**src/rtl/pcl_bitbang_host.sv**
```systemverilog
// Initiator for the bitbang byte protocol: turns one request into a
// command byte sequence, collects and checks the reply, returns one response.
module pcl_bitbang_host #(
    parameter int IO_NUM_OF      = 10,
    parameter int TIMEOUT_CYCLES = 1000000
) (
    input  logic                 in_clk,
    input  logic                 in_rst,
    input  logic                 req_valid,
    output logic                 req_ready,
    input  logic [2:0]           req_op,
    input  logic [IO_NUM_OF-1:0] req_data,
    input  logic [7:0]           req_echo,
    output logic                 rsp_valid,
    output logic [IO_NUM_OF-1:0] rsp_data,
    output logic [1:0]           rsp_err,
    output logic [7:0]           data_tx,
    output logic                 tx_trig,
    input  logic                 tx_done,
    output logic                 rx_trig,
    input  logic [7:0]           data_rx,
    input  logic                 rx_done
);

    localparam int DB = (IO_NUM_OF + 7) / 8;
    localparam int DW = 8 * DB;
    localparam int IW = $clog2(DB + 3);
    localparam int WW = (TIMEOUT_CYCLES > 1) ? $clog2(TIMEOUT_CYCLES) : 1;
    localparam logic [WW-1:0] WAIT_LAST = WW'(TIMEOUT_CYCLES - 1);

    localparam logic [2:0] OP_READ = 3'd0;
    localparam logic [2:0] OP_WDIR = 3'd1;
    localparam logic [2:0] OP_WOUT = 3'd2;
    localparam logic [2:0] OP_PING = 3'd3;
    localparam logic [2:0] OP_ECHO = 3'd4;

    localparam logic [1:0] ERR_OK      = 2'd0;
    localparam logic [1:0] ERR_TIMEOUT = 2'd1;
    localparam logic [1:0] ERR_BAD_REP = 2'd2;
    localparam logic [1:0] ERR_BAD_OP  = 2'd3;

    typedef enum logic [1:0] {
        S_IDLE,
        S_TX,
        S_RX,
        S_RESP
    } state_t;

    state_t state, state_n;

    logic [IW-1:0]        idx, idx_n;
    logic [IW-1:0]        rx_cnt, rx_cnt_n;
    logic [WW-1:0]        wait_cnt, wait_n;
    logic [2:0]           op_q, op_n;
    logic [DW-1:0]        data_q, data_n;
    logic [7:0]           echo_q, echo_n;
    logic [DW-1:0]        rx_shift, rx_shift_n;
    logic [7:0]           data_tx_n;
    logic                 tx_trig_n;
    logic                 rx_trig_n;
    logic                 rsp_valid_n;
    logic [IO_NUM_OF-1:0] rsp_data_n;
    logic [1:0]           rsp_err_n;

    // Byte i of the command sequence for an op; data bytes go MSB first.
    function automatic logic [7:0] byte_at(
        input logic [2:0]    op,
        input logic [DW-1:0] d,
        input logic [7:0]    e,
        input logic [IW-1:0] i
    );
        logic [7:0] b;
        int k;
        b = 8'h00;
        k = DB + 1 - int'(i);
        case (op)
            OP_READ: b = 8'h00;
            OP_PING: b = 8'h04;
            OP_ECHO: b = (i == IW'(0)) ? 8'h03 : e;
            OP_WDIR, OP_WOUT: begin
                if (i == IW'(0))
                    b = 8'h01;
                else if (i == IW'(1))
                    b = {7'd0, op == OP_WOUT};
                else
                    b = d[8*k +: 8];
            end
            default: b = 8'h00;
        endcase
        return b;
    endfunction

    // Index of the last byte transmitted for an op.
    function automatic logic [IW-1:0] tx_last(input logic [2:0] op);
        logic [IW-1:0] r;
        case (op)
            OP_ECHO:          r = IW'(1);
            OP_WDIR, OP_WOUT: r = IW'(DB + 1);
            default:          r = IW'(0);
        endcase
        return r;
    endfunction

    logic [IW-1:0] rx_last;
    logic [7:0]    exp_reply;

    assign rx_last   = (op_q == OP_READ) ? IW'(DB - 1) : IW'(0);
    assign exp_reply = (op_q == OP_ECHO) ? echo_q : 8'h02;
    assign req_ready = (state == S_IDLE);

    // Next-state and next-output logic of the transaction FSM.
    always_comb begin
        state_n     = state;
        idx_n       = idx;
        rx_cnt_n    = rx_cnt;
        wait_n      = wait_cnt;
        op_n        = op_q;
        data_n      = data_q;
        echo_n      = echo_q;
        rx_shift_n  = rx_shift;
        data_tx_n   = data_tx;
        tx_trig_n   = 1'b0;
        rx_trig_n   = 1'b0;
        rsp_valid_n = 1'b0;
        rsp_data_n  = rsp_data;
        rsp_err_n   = rsp_err;
        unique case (state)
            S_IDLE: begin
                if (req_valid) begin
                    op_n   = req_op;
                    data_n = DW'(req_data);
                    echo_n = req_echo;
                    if (req_op <= OP_ECHO) begin
                        state_n   = S_TX;
                        idx_n     = '0;
                        wait_n    = '0;
                        tx_trig_n = 1'b1;
                        data_tx_n = byte_at(req_op, DW'(req_data),
                                            req_echo, IW'(0));
                    end else begin
                        state_n     = S_RESP;
                        rsp_valid_n = 1'b1;
                        rsp_data_n  = '0;
                        rsp_err_n   = ERR_BAD_OP;
                    end
                end
            end
            S_TX: begin
                if (tx_done) begin
                    wait_n = '0;
                    if (idx == tx_last(op_q)) begin
                        state_n    = S_RX;
                        rx_cnt_n   = '0;
                        rx_shift_n = '0;
                        rx_trig_n  = 1'b1;
                    end else begin
                        idx_n     = idx + 1'b1;
                        tx_trig_n = 1'b1;
                        data_tx_n = byte_at(op_q, data_q, echo_q,
                                            idx + 1'b1);
                    end
                end else if (wait_cnt == WAIT_LAST) begin
                    state_n     = S_RESP;
                    rsp_valid_n = 1'b1;
                    rsp_data_n  = '0;
                    rsp_err_n   = ERR_TIMEOUT;
                end else begin
                    wait_n = wait_cnt + 1'b1;
                end
            end
            S_RX: begin
                if (rx_done) begin
                    if (op_q == OP_READ) begin
                        rx_shift_n      = rx_shift << 8;
                        rx_shift_n[7:0] = data_rx;
                        if (rx_cnt == rx_last) begin
                            state_n     = S_RESP;
                            rsp_valid_n = 1'b1;
                            rsp_data_n  = rx_shift_n[IO_NUM_OF-1:0];
                            rsp_err_n   = ERR_OK;
                        end else begin
                            rx_cnt_n  = rx_cnt + 1'b1;
                            wait_n    = '0;
                            rx_trig_n = 1'b1;
                        end
                    end else if (data_rx == exp_reply) begin
                        state_n     = S_RESP;
                        rsp_valid_n = 1'b1;
                        rsp_err_n   = ERR_OK;
                        rsp_data_n  = (op_q == OP_ECHO) ?
                                      IO_NUM_OF'(data_rx) : '0;
                    end else begin
                        state_n     = S_RESP;
                        rsp_valid_n = 1'b1;
                        rsp_err_n   = ERR_BAD_REP;
                        rsp_data_n  = IO_NUM_OF'(data_rx);
                    end
                end else if (wait_cnt == WAIT_LAST) begin
                    state_n     = S_RESP;
                    rsp_valid_n = 1'b1;
                    rsp_data_n  = '0;
                    rsp_err_n   = ERR_TIMEOUT;
                end else begin
                    wait_n = wait_cnt + 1'b1;
                end
            end
            S_RESP: begin
                state_n = S_IDLE;
            end
            default: begin
                state_n = S_IDLE;
            end
        endcase
    end

    // FSM state register.
    always_ff @(posedge in_clk or posedge in_rst) begin
        if (in_rst)
            state <= S_IDLE;
        else
            state <= state_n;
    end

    // Datapath and registered link/response outputs.
    always_ff @(posedge in_clk or posedge in_rst) begin
        if (in_rst) begin
            idx       <= '0;
            rx_cnt    <= '0;
            wait_cnt  <= '0;
            op_q      <= '0;
            data_q    <= '0;
            echo_q    <= '0;
            rx_shift  <= '0;
            data_tx   <= '0;
            tx_trig   <= 1'b0;
            rx_trig   <= 1'b0;
            rsp_valid <= 1'b0;
            rsp_data  <= '0;
            rsp_err   <= '0;
        end else begin
            idx       <= idx_n;
            rx_cnt    <= rx_cnt_n;
            wait_cnt  <= wait_n;
            op_q      <= op_n;
            data_q    <= data_n;
            echo_q    <= echo_n;
            rx_shift  <= rx_shift_n;
            data_tx   <= data_tx_n;
            tx_trig   <= tx_trig_n;
            rx_trig   <= rx_trig_n;
            rsp_valid <= rsp_valid_n;
            rsp_data  <= rsp_data_n;
            rsp_err   <= rsp_err_n;
        end
    end

endmodule

```
**config.mk**
```make
export PLATFORM = sky130hd
export DESIGN_NAME = pcl_bitbang_host
export DESIGN_NICKNAME = d
export VERILOG_FILES = /design/src/rtl/pcl_bitbang_host.sv
export SDC_FILE = /design/constraint.sdc
export NUM_CORES = 1
export LEC_CHECK = 0
export BUFFER_PORTS_ARGS = -buffer_cell sky130_fd_sc_hd__buf_2
export CAP_MARGIN = 20
export CORE_ASPECT_RATIO = 1.5
export CORE_MARGIN = 4
export CORE_UTILIZATION = 62
export CTS_CLUSTER_SIZE = 14
export DETAILED_ROUTE_END_ITERATION = 8
export MAX_ROUTING_LAYER = met4
export PLACE_DENSITY = 0.85
export SLEW_MARGIN = 20
export SYNTH_ARGS = -nofsm -noshare
export SYNTH_HDL_FRONTEND = slang
export SYNTH_SLANG_ARGS = --single-unit
```
**constraint.sdc**
```tcl
create_clock -name in_clk -period 4 [get_ports in_clk]
set_input_delay 0.8 -clock in_clk [delete_from_list [all_inputs] [get_ports in_clk]]
set_output_delay 0.8 -clock in_clk [all_outputs]
set_load 0.02 [all_outputs]
```
* After elaboration in Yosys (flattened, before gate mapping)
Cells that the tools add are included.
** Storage, ports and cells
- Memories kept :: 0
- Output and inout bits :: 24
- Bits in read-only memories :: 0
- Latch bits :: 0
- Logic and storage cells :: 151
- Register bits :: 74
- Memory bits (writable) :: 0
** Cells by class
- Eq/ne operators :: 30
- Magnitude comparators :: 1
- $add $sub $neg :: 4
- Multiply operators :: 0
- Shift operators :: 1
- Reductions and logical operators :: 15
- Muxes and demuxes :: 86
- Bitwise operators :: 0
- Div/mod/pow operators :: 0
** Operators with widths (number)
- two-way mux 20 bit :: 7
- two-way mux 8 bit :: 10
- two-way mux 10 bit :: 7
- case mux 20 bit (3 select lines) :: 1
- two-way mux 2 bit :: 20
- two-way mux 3 bit :: 11
- case mux 10 bit (3 select lines) :: 1
- case mux 8 bit (3 select lines) :: 1
- adder 20 x 1 -> 20 bit (second input constant) :: 1
- == test 20 bit (second input constant) :: 1
- AND reduction 5 bit :: 4
- != test 2 bit (second input constant) :: 9
- two-way mux 1 bit :: 17
- case mux 8 bit (2 select lines) :: 1
- indexed part select 16 x 7 -> 8 bit :: 1
- == test 3 x 2 -> 1 bit (second input constant) :: 4
- case mux 3 bit (2 select lines) :: 2
- == test 3 x 1 -> 1 bit (second input constant) :: 3
- != test 3 bit (second input constant) :: 3
- case mux 3 bit (3 select lines) :: 1
- == test 8 bit :: 1
- case mux 2 bit (2 select lines) :: 2
- case mux 2 bit (4 select lines) :: 1
- adder 3 x 1 -> 3 bit (second input constant) :: 2
- 20 further kinds :: 26

* Longest topological paths before layout
Gate-level depths: netlist (run 1).
- Depth after elaboration :: 9
- Gate-level depth with buffers :: 11
- Mapped depth without buffers :: 8

* Worst setup path after synthesis (run 1)
No wires, ideal clock.
- Path type :: input -> register
- Start :: input req_op[0]
- End :: register wait_cnt[0]
- Setup slack :: 1419 ps
- Setup time :: 123 ps
- Data arrival time :: 2459 ps
- Path buffers :: 2
- Stages :: 7
- Required time :: 3877 ps
- Cell sequence :: o21ai_0 a21boi_0 or3b_1 buf_6 a21oi_1 buf_2 nor2_1
** Between the ends
- Word-level cells in the longest chain between the ends :: 3
** Ends and longest elaborated chain
- start: declaration :: line 11 : input logic [2:0] req_op,
- less-or-equal comparator 3 bit :: line 133 : if (req_op <= OP_ECHO) begin
- != test 2 x 1 -> 1 bit (no line)
- AND reduction 5 bit (no line)
- end signal: assignment :: line 243 : wait_cnt <= wait_n;
- end: declaration :: line 53 : logic [WW-1:0] wait_cnt, wait_n;
Every way passes these cells.
A chain may end at the register's enable or synchronous reset.

* Worst setup path in the final report (run 1)
- Start :: register op_q[0]
- End :: register wait_cnt[13]
** Between the ends
- Word-level cells in the longest chain between the ends :: 5
** Ends and longest elaborated chain
- start: declaration :: line 54 : logic [2:0] op_q, op_n;
- start signal: assignment :: line 244 : op_q <= op_n;
- logical NOT 3 bit * :: line 107, 173
- two-way mux 1 bit :: line 107 : assign rx_last = (op_q == OP_READ) ? IW'(DB - 1) : IW'(0);
- == test 3 x 1 -> 1 bit :: line 176 : if (rx_cnt == rx_last) begin
- != test 3 bit (no line)
- AND reduction 5 bit (no line) *
Every way passes the cells marked *; elsewhere a longest branch is shown, timed or not.

==> impl_metrics.env, run 1 <==
export IMPL_status="complete, no violations"
export IMPL_hold_buffers=0
export IMPL_grt_ovfl_total=0
export IMPL_htree_num_levels=3
export IMPL_cp_data_required_time_ns=4.25
export IMPL_insertion_delay_ns=0.36
export IMPL_synthTopCellsByCount="sky130_fd_sc_hd__dfrtp_1, sky130_fd_sc_hd__nor2_1, sky130_fd_sc_hd__nand2_1, sky130_fd_sc_hd__mux2_2, sky130_fd_sc_hd__a21oi_1"
export IMPL_cts_root_buffer_cell="sky130_fd_sc_hd__clkbuf_8"
export IMPL_drt_drc_violations_left=0
export IMPL_synth_seq_cells=74
export IMPL_worstRegToRegCells=7
export IMPL_worstSetupEndpoint="wait_cnt[13]"
export IMPL_insertedDiodeCount=0
export IMPL_detailed_place_hpwl_um=7160
export IMPL_yosys_most_used_dff="sky130_fd_sc_hd__dfrtp_1"
export IMPL_critPathCaptureType="flop"
export IMPL_hold_class="reg2reg"
export IMPL_die_area_um2=8190
export IMPL_layout_drive_gt1_share=0.256
export IMPL_timing_setup_tns_ns=0
export IMPL_slew_violations=0
export IMPL_netlist_cell_type_count=64
export IMPL_firstDrtPassIters=5
export IMPL_synth_top_area_frac=0.441
export IMPL_drt_wl_total_um=10000
export IMPL_tritoncts_num_buffers=9
export IMPL_rows=36
export IMPL_syn_instance_count=423
export IMPL_multi_input_comb_area_um2=2190
export IMPL_wire_length_of_the_first_global_routing_pass_um=16500
export IMPL_max_cap_violations=0
export IMPL_number_of_antenna_violations_at_the_first_check_in_global_routing=0
export IMPL_tritoncts_clock_tree="yes"
export IMPL_achievable_frequency_mhz=357
export IMPL_clockBufferDepth=2
export IMPL_worstPathMaxFanout=16
export IMPL_post_cts_resized=0
export IMPL_grt_util_all_layers=0.275
export IMPL_chipHeight_um=109
export IMPL_largest_net_degree_at_the_start_of_global_routing=36
export IMPL_clk_sink_count=74
export IMPL_floorplan_initialDensity=0.643
export IMPL_timing_clock_skew_ns=0.00469
export IMPL_max_vdd_ir_drop_v=0.000459
export IMPL_synth_edf_count=0
export IMPL_report_final_hold_viol_count=0
export IMPL_grt_pass1_vias=3463
export IMPL_worst_reg_to_reg_setup_slack_ns=1.20
export IMPL_postCtsSetupBuffers=0
export IMPL_critPathArrivalTime_ns=3.06
export IMPL_clkTransAtPathRegs_ns=0.07
export IMPL_area_taken_by_flip_flops_and_latches_um2=1850
export IMPL_finish_net_count=519
export IMPL_yosys_cell_count_top_type="sky130_fd_sc_hd__dfrtp_1"
export IMPL_ioPinCount=58
export IMPL_antenna_viol_nets_final=0
export IMPL_power_per_cell_area_nw_per_um2=703
export IMPL_dieWidth_um=75.2
export IMPL_min_period_over_period=0.701
export IMPL_synth_top_cells_by_area="sky130_fd_sc_hd__dfrtp_1, sky130_fd_sc_hd__mux2_2, sky130_fd_sc_hd__xnor2_1"
export IMPL_design_core_area_um2=6530
export IMPL_ys_seq_area_frac=0.441
export IMPL_slew_headroom=0.292
export IMPL_synth_fp_nets=466
export IMPL_route_vias_total=3499
export IMPL_area_added_between_synthesis_and_finish_pct=12.9
export IMPL_routedWlPerCell_um=18.0
export IMPL_dominant_cell_type_by_area_after_synthesis="sky130_fd_sc_hd__dfrtp_1"
export IMPL_place_port_buffers=57
export IMPL_post_synth_cell_area_avg_um2=9.94
export IMPL_worst_setup_path_start_kind="flop"
export IMPL_worst_setup_path_type="reg2reg"
export IMPL_initialDrtViolationCount=227
export IMPL_final_setup_fails=0
export IMPL_postSynth_asyncResetShare=1.00
export IMPL_routabilityCongestion=0.869
export IMPL_reg_to_reg_critical_path_startpoint="op_q[0]"
export IMPL_worstSetupStartpoint="op_q[0]"
export IMPL_finalCriticalPeriod_ns=2.80
export IMPL_vias_per_cell=6.28
export IMPL_worst_pin_slew_ns=1.05
export IMPL_synth_warning_count=0
export IMPL_power_leakage_nw=2.07
export IMPL_r2r_end="wait_cnt[13]"
export IMPL_fin_worst_hold_slack_ns=0.511
export IMPL_n_fill_cell=469
export IMPL_report_power_total_mw=3.34
export IMPL_rsz0062_at_grt="false"
export IMPL_summed_instance_area_of_the_synthesized_netlist_um2=4200
-- cells by family after synthesis --
group	count (synthesis)	share of synthesized area
flip-flops	74	0.441
AND/OR/NAND/NOR	151	0.200
adder cells (fa/ha/maj)	9	0.0268
multiplexers	33	0.0869
XOR/XNOR	22	0.0458
AO/OA/AOI/OAI	100	0.160
buffers and inverters	34	0.0393
-- cells in the final DEF (no fill, tap or decap), drive strengths merged, types with 3 or more instances in the layout --
cell,netlist,routed
nor2,46,46
nor2b,3,3
buf,13,63
nor4,11,11
nor3,8,8
xnor2,21,21
o211ai,4,4
o21a,4,4
a21oi,26,26
mux2i,5,5
or3,3,3
mux2,28,28
inv,13,13
o32ai,5,5
and2,3,3
a22oi,8,8
nor4b,3,3
nand2b,3,3
and3,5,5
nand4,6,6
ha,9,9
nand3b,3,3
nor4bb,3,3
o21ai,20,20
o31ai,3,3
a31oi,5,5
clkbuf,8,11
dfrtp,74,74
nand3,11,11
nand2,35,35
-- registers in the layout (all words and copies together), names as in the netlist, 3 cells and up --
register and count:
idx 3, rx_cnt 3, op_q 3, rsp_data 10, wait_cnt 20, echo_q 8
data_q 10, data_tx 8
-- critical path: stages, from the launching register on --
cell and delay [ns]:
sky130_fd_sc_hd__dfrtp_1 0.48, sky130_fd_sc_hd__or3_1 0.55, sky130_fd_sc_hd__o21bai_4 0.22, sky130_fd_sc_hd__or3b_1 0.56, sky130_fd_sc_hd__buf_8 0.25, sky130_fd_sc_hd__nor4_1 0.38
sky130_fd_sc_hd__xnor2_1 0.19, sky130_fd_sc_hd__nor2_1 0.06
-- layer usage --
metal	vias to the layer above	GRT usage	wire length, µm
met5	-	-	0
met4	0	0.169	482
met3	43	0.0369	400
met2	114	0.456	5310
met1	1701	0.306	3830
li1	1641	-	-
-- report_power, final --
group          internal, mW  switching (mW)
clock                 0.366           0.283
sequential            0.962           0.215
combinational         0.595           0.915
total                  1.92            1.41
-- metrics by stage --
stage / cells / instance area [µm²] / worst slack (ns) / utilization
after floorplan: 423 / 4200 / 1.32 / -
after global placement: 540 / 4510 / 0.781 / 0.691
after detailed placement: 540 / 4510 / 0.669 / 0.691
after CTS: 556 / 4730 / 1.05 / 0.724
after global routing: 557 / 4740 / 1.02 / 0.726
final: 557 / 4740 / 1.20 / 0.726
-- cell type report --
type / instances / share of cell area
clock buffer: 11 / 0.0298
multi-input combinational: 315 / 0.462
tap: 76 / 0.0200
inverter: 13 / 0.0103
clock inverter: 5 / 0.0164
timing repair buffer: 63 / 0.0712
sequential: 74 / 0.390
-- how the worst min path moves through the flow --
stage,startpoint,endpoint,slack [ns],depth (start not counted)
global placement,rx_shift[0],rx_shift[0],0.49,1
global route,rx_shift[0],rx_shift[0],0.52,1
finish,data_tx[6],data_tx[6],0.51,1
CTS,rx_shift[0],rx_shift[0],0.51,1
detailed placement,data_tx[1],data_tx[1],0.49,1
floorplan,rx_shift[0],rx_shift[0],0.47,1
Note: power is estimated with default switching activity, not from simulation.
==> inputs of run 2 (changes only) <==
CORE_UTILIZATION = 52   (was 62)
PLACE_DENSITY = 0.76   (was 0.85)
clock period = 2.37 ns   (was 4 ns; I/O delays follow)
==> impl_metrics.env, run 2 (synthesized netlist as in run 1, its figures left out) <==
export IMPL_power_leakage_nw=2.27
export IMPL_grt_util_all_layers=0.233
export IMPL_slew_violations=0
export IMPL_vias_per_cell=5.89
export IMPL_tritoncts_clock_tree="yes"
export IMPL_final_instance_count_excl_fill=608
export IMPL_worstSetupEndpoint="rsp_data[1]"
export IMPL_slew_headroom=0.617
export IMPL_initialDrtViolationCount=174
export IMPL_worst_setup_path_start_kind="flop"
export IMPL_most_common_layout_cells="sky130_fd_sc_hd__dfrtp_1, sky130_fd_sc_hd__buf_2, sky130_fd_sc_hd__nor2_1, sky130_fd_sc_hd__nand2_1, sky130_fd_sc_hd__mux2_2"
export IMPL_firstDrtPassIters=5
export IMPL_clock_power_share=0.236
export IMPL_drt_wl_total_um=10500
export IMPL_clk_sink_count=74
export IMPL_final_setup_fails=0
export IMPL_hold_buffers=0
export IMPL_rows=39
export IMPL_detailed_place_hpwl_um=7730
export IMPL_power_switching_share=0.393
export IMPL_layout_drive_gt1_share=0.310
export IMPL_fin_worst_hold_slack_ns=0.165
export IMPL_cp_data_required_time_ns=2.57
export IMPL_reg_to_reg_critical_path_startpoint="state[0]"
export IMPL_antenna_viol_nets_final=0
export IMPL_design_core_area_um2=7760
export IMPL_timing_clock_skew_ns=0.00562
export IMPL_worstRegToRegCells=7
export IMPL_ioPinCount=58
export IMPL_chipHeight_um=118
export IMPL_routedWlPerCell_um=17.2
export IMPL_largest_register_ff_count=20
export IMPL_worstSetupStartpoint="state[0]"
export IMPL_grt_ovfl_total=0
export IMPL_insertion_delay_ns=0.34
export IMPL_drt_drc_violations_left=0
export IMPL_finalCriticalPeriod_ns=2.27
export IMPL_power_per_cell_area_nw_per_um2=1230
export IMPL_htree_num_levels=3
export IMPL_critPathArrivalTime_ns=2.47
export IMPL_worst_reg_to_reg_setup_slack_ns=0.1
export IMPL_clockBufferDepth=2
export IMPL_tritoncts_num_buffers=9
export IMPL_hold_class="in2async"
export IMPL_largest_registers_in_the_final_layout="wait_cnt (20), data_q (10), rsp_data (10)"
export IMPL_achievable_frequency_mhz=440
export IMPL_p_sw_mw=2.50
export IMPL_report_final_hold_viol_count=0
export IMPL_placedCellCount=589
export IMPL_seqPwrFrac=0.305
export IMPL_die_area_um2=9610
export IMPL_p_comb_frac=0.460
export IMPL_largest_net_degree_at_the_start_of_global_routing=28
export IMPL_grt_pass1_vias=3658
export IMPL_total_length_of_routed_met2_wires_um=5680
export IMPL_dieWidth_um=81.4
export IMPL_number_of_antenna_violations_at_the_first_check_in_global_routing=0
export IMPL_cell_internal_pwr_mw=3.85
export IMPL_m1WireLength_um=4040
export IMPL_critPathCaptureType="flop"
export IMPL_finish_net_count=544
export IMPL_status="complete, no violations"
export IMPL_worstPathMaxFanout=7
export IMPL_max_cap_violations=0
export IMPL_maxUsedRoutingLayer="met4"
export IMPL_cts_root_buffer_cell="sky130_fd_sc_hd__clkbuf_16"
export IMPL_area_added_between_synthesis_and_finish_pct=22.8
export IMPL_worst_pin_slew_ns=0.570
export IMPL_max_vdd_ir_drop_v=0.000676
export IMPL_report_power_total_mw=6.35
export IMPL_place_port_buffers=57
export IMPL_clkTransAtPathRegs_ns=0.06
export IMPL_min_period_over_period=0.958
export IMPL_layout_commonest_cell="sky130_fd_sc_hd__dfrtp_1"
export IMPL_route_vias_total=3579
export IMPL_wl_met3_um=431
export IMPL_wire_length_of_the_first_global_routing_pass_um=17000
export IMPL_insertedDiodeCount=0
export IMPL_floorplan_initialDensity=0.542
export IMPL_worst_setup_path_type="reg2reg"
export IMPL_routabilityCongestion=0.950
export IMPL_max_flop_register="wait_cnt"
export IMPL_r2r_end="rsp_data[1]"
[run 2: worst min-delay path by stage]
stage                            start      endpoint  cells past startpoint
after floorplan            rx_shift[0]   rx_shift[0]                      1
after global placement    wait_cnt[17]  wait_cnt[17]                      1
after detailed placement    data_tx[1]    data_tx[1]                      1
after CTS                       in_rst        idx[2]                      2
after global routing            in_rst       tx_trig                      2
final                           in_rst        idx[2]                      2
[run 2: timing repair]
action | in CTS | in global routing
endpoints found under the setup margin | 1 | 16
setup buffers | 0 | 3
resized for setup | 1 | 10
[run 2: cell type report]
cell class | count | area, µm²
multi-input combinational | 315 | 2240
fill | 621 | 2600
clock inverter | 4 | 73.8
sequential | 74 | 1850
clock buffer | 12 | 256
inverter | 13 | 48.8
timing repair buffer | 88 | 563
tap | 102 | 128
[run 2: power by group through the flow]
stage                     logic (mW)  registers (mW)  clock network, mW
after floorplan                 1.91            1.99                  0
after global placement          2.71            1.94                  0
after detailed placement        2.78            1.96                  0
after CTS                       2.80            1.94               1.52
after global routing            3.17            1.98               1.57
final                           2.92            1.94               1.50
[run 2: stage by stage]
stage | setup slack, ns | area, µm² | util | setup TNS (ns)
after floorplan | 0.00626 | 4210 | - | 0
after global placement | 0.0822 | 4750 | 0.613 | 0
after detailed placement | 0.00547 | 4750 | 0.613 | 0
after CTS | 0.0684 | 5090 | 0.656 | 0
after global routing | -0.0132 | 5160 | 0.665 | -0.0132
final | 0.0989 | 5160 | 0.665 | 0
[run 2: worst max-delay path: stages (launching register included)]
cell and delay, ns:
sky130_fd_sc_hd__dfrtp_1 0.41, sky130_fd_sc_hd__buf_4 0.15, sky130_fd_sc_hd__ha_1 0.29, sky130_fd_sc_hd__a221o_1 0.41, sky130_fd_sc_hd__nor2_1 0.28, sky130_fd_sc_hd__o21ai_0 0.23, sky130_fd_sc_hd__o31ai_1 0.26, sky130_fd_sc_hd__a22oi_1 0.10
[run 2: per-layer routing]
metal,track usage,vias to the layer above
li1,-,1697
met3,0.0398,31
met5,-,-
met4,0.118,0
met2,0.401,122
met1,0.250,1729
==> inputs of run 3 (changes only) <==
CORE_ASPECT_RATIO = 2   (was 1.5)
==> impl_metrics.env, run 3 (synthesized netlist as in run 1, its figures left out) <==
export IMPL_status="complete, no violations"
export IMPL_max_cap_violations=0
export IMPL_globalRouteMet3Util=0.0386
export IMPL_placedCellCount=583
export IMPL_r2r_end="data_tx[3]"
export IMPL_power_leakage_nw=2.24
export IMPL_most_common_layout_cells="sky130_fd_sc_hd__dfrtp_1, sky130_fd_sc_hd__buf_2, sky130_fd_sc_hd__nor2_1, sky130_fd_sc_hd__nand2_1, sky130_fd_sc_hd__mux2_2"
export IMPL_critPathCaptureType="flop"
export IMPL_p_comb_frac=0.469
export IMPL_drt_drc_violations_left=0
export IMPL_critPathArrivalTime_ns=2.53
export IMPL_final_setup_fails=0
export IMPL_cp_data_required_time_ns=2.59
export IMPL_finish_net_count=541
export IMPL_max_vdd_ir_drop_v=0.000747
export IMPL_reg_to_reg_critical_path_startpoint="op_q[0]"
export IMPL_grt_util_all_layers=0.253
export IMPL_drt_wl_total_um=11200
export IMPL_firstDrtPassIters=4
export IMPL_htree_num_levels=3
export IMPL_worstSetupStartpoint="op_q[0]"
export IMPL_achievable_frequency_mhz=433
export IMPL_postCtsSetupBuffers=0
export IMPL_met1_global_route_usage=0.226
export IMPL_tritoncts_num_buffers=9
export IMPL_rsz0062_at_grt="false"
export IMPL_clk_sink_count=74
export IMPL_post_cts_resized=0
export IMPL_slew_headroom=0.609
export IMPL_dieWidth_um=71.6
export IMPL_grt_use_met2=0.441
export IMPL_largest_net_degree_at_the_start_of_global_routing=41
export IMPL_fin_worst_hold_slack_ns=0.122
export IMPL_routedWlPerCell_um=18.7
export IMPL_rows=46
export IMPL_worst_reg_to_reg_setup_slack_ns=0.06
export IMPL_timing_setup_tns_ns=0
export IMPL_insertion_delay_ns=0.34
export IMPL_p_sw_mw=2.53
export IMPL_number_of_antenna_violations_at_the_first_check_in_global_routing=0
export IMPL_die_area_um2=9670
export IMPL_n_fill_cell=648
export IMPL_largest_registers_in_the_final_layout="wait_cnt (20), data_q (10), rsp_data (10)"
export IMPL_clockBufferDepth=2
export IMPL_power_per_cell_area_nw_per_um2=1220
export IMPL_routabilityCongestion=0.954
export IMPL_ioPinCount=58
export IMPL_worstRegToRegCells=7
export IMPL_min_period_over_period=0.974
export IMPL_insertedDiodeCount=0
export IMPL_utilization=0.645
export IMPL_area_added_between_synthesis_and_finish_pct=20.9
export IMPL_place_port_buffers=57
export IMPL_hold_buffers=0
export IMPL_gr_max_usage_layer="met2"
export IMPL_antenna_viol_nets_final=0
export IMPL_grt_ovfl_total=0
export IMPL_final_instance_count_excl_fill=598
export IMPL_max_flop_register="wait_cnt"
export IMPL_chipHeight_um=135
export IMPL_worstPathMaxFanout=13
export IMPL_tritoncts_clock_tree="yes"
export IMPL_vias_per_cell=6.13
export IMPL_grt_pass1_vias=3943
export IMPL_worst_setup_path_start_kind="flop"
export IMPL_largest_register_ff_count=20
export IMPL_layout_commonest_cell="sky130_fd_sc_hd__dfrtp_1"
export IMPL_finalCriticalPeriod_ns=2.31
export IMPL_cell_internal_pwr_mw=3.68
export IMPL_worst_pin_slew_ns=0.581
export IMPL_power_switching_share=0.408
export IMPL_worstSetupEndpoint="data_tx[3]"
export IMPL_clkTransAtPathRegs_ns=0.06
export IMPL_worst_setup_path_type="reg2reg"
export IMPL_design_core_area_um2=7890
export IMPL_floorplan_initialDensity=0.533
export IMPL_report_final_hold_viol_count=0
export IMPL_timing_clock_skew_ns=0.00443
export IMPL_seqPwrFrac=0.313
export IMPL_cts_root_buffer_cell="sky130_fd_sc_hd__clkbuf_16"
export IMPL_wire_length_of_the_first_global_routing_pass_um=18400
export IMPL_clock_power_share=0.218
export IMPL_slew_violations=0
export IMPL_hold_class="in2async"
export IMPL_detailed_place_hpwl_um=8650
export IMPL_layout_drive_gt1_share=0.299
export IMPL_route_vias_total=3663
export IMPL_initialDrtViolationCount=168
## run 3: stage by stage
step / instance area [µm²] / setup slack, ns / total power, mW
global route: 5080 / 0.00207 / 6.60
finish: 5080 / 0.0607 / 6.22
detailed placement: 4750 / 0.0302 / 4.83
global placement: 4750 / 0.101 / 4.72
floorplan: 4210 / 0.00626 / 3.90
CTS: 5040 / 0.0249 / 6.20
## run 3: how the worst min path moves through the flow
stage / from / end / slack (ns)
2_1_floorplan: rx_shift[0] / rx_shift[0] / 0.47
3_5_place_dp: rsp_data[9] / rsp_data[9] / 0.47
5_1_grt: in_rst / data_tx[0] / 0.15
4_1_cts: in_rst / data_tx[0] / 0.13
3_3_place_gp: data_tx[1] / data_tx[1] / 0.47
6_report: in_rst / data_tx[0] / 0.12
## run 3: critical path, cell delays in order (launching register included)
cell and delay (ns):
sky130_fd_sc_hd__dfrtp_1 0.37, sky130_fd_sc_hd__buf_4 0.16, sky130_fd_sc_hd__or3b_2 0.51, sky130_fd_sc_hd__o2111ai_1 0.20, sky130_fd_sc_hd__a21oi_2 0.13, sky130_fd_sc_hd__o31ai_2 0.26
sky130_fd_sc_hd__buf_6 0.20, sky130_fd_sc_hd__mux2_2 0.35
## run 3: layout make-up
cell class                      instances  area (µm²)  area share
Clock buffer                           10         239      0.0470
Multi-Input combinational cell        315        2230       0.438
Timing Repair Buffer                   85         541       0.106
Clock inverter                          5        55.1      0.0108
Sequential cell                        74        1850       0.364
Tap cell                               96         120      0.0236
Inverter                               13        48.8     0.00960
## run 3: power by group through the flow
stage                     clock (mW)  combinational (mW)  sequential [mW]
after detailed placement           0                2.86             1.96
after floorplan                    0                1.91             1.99
final                           1.36                2.91             1.94
after global routing            1.44                3.18             1.99
after CTS                       1.38                2.88             1.94
after global placement             0                2.78             1.94
## run 3: per-layer routing
| layer | routed length (µm) | part of all wire |
|---|---|---|
| met1 | 3670 | 0.33 |
| met4 | 986 | 0.088 |
| met3 | 371 | 0.033 |
| met5 | 0 | 0 |
| met2 | 6140 | 0.55 |
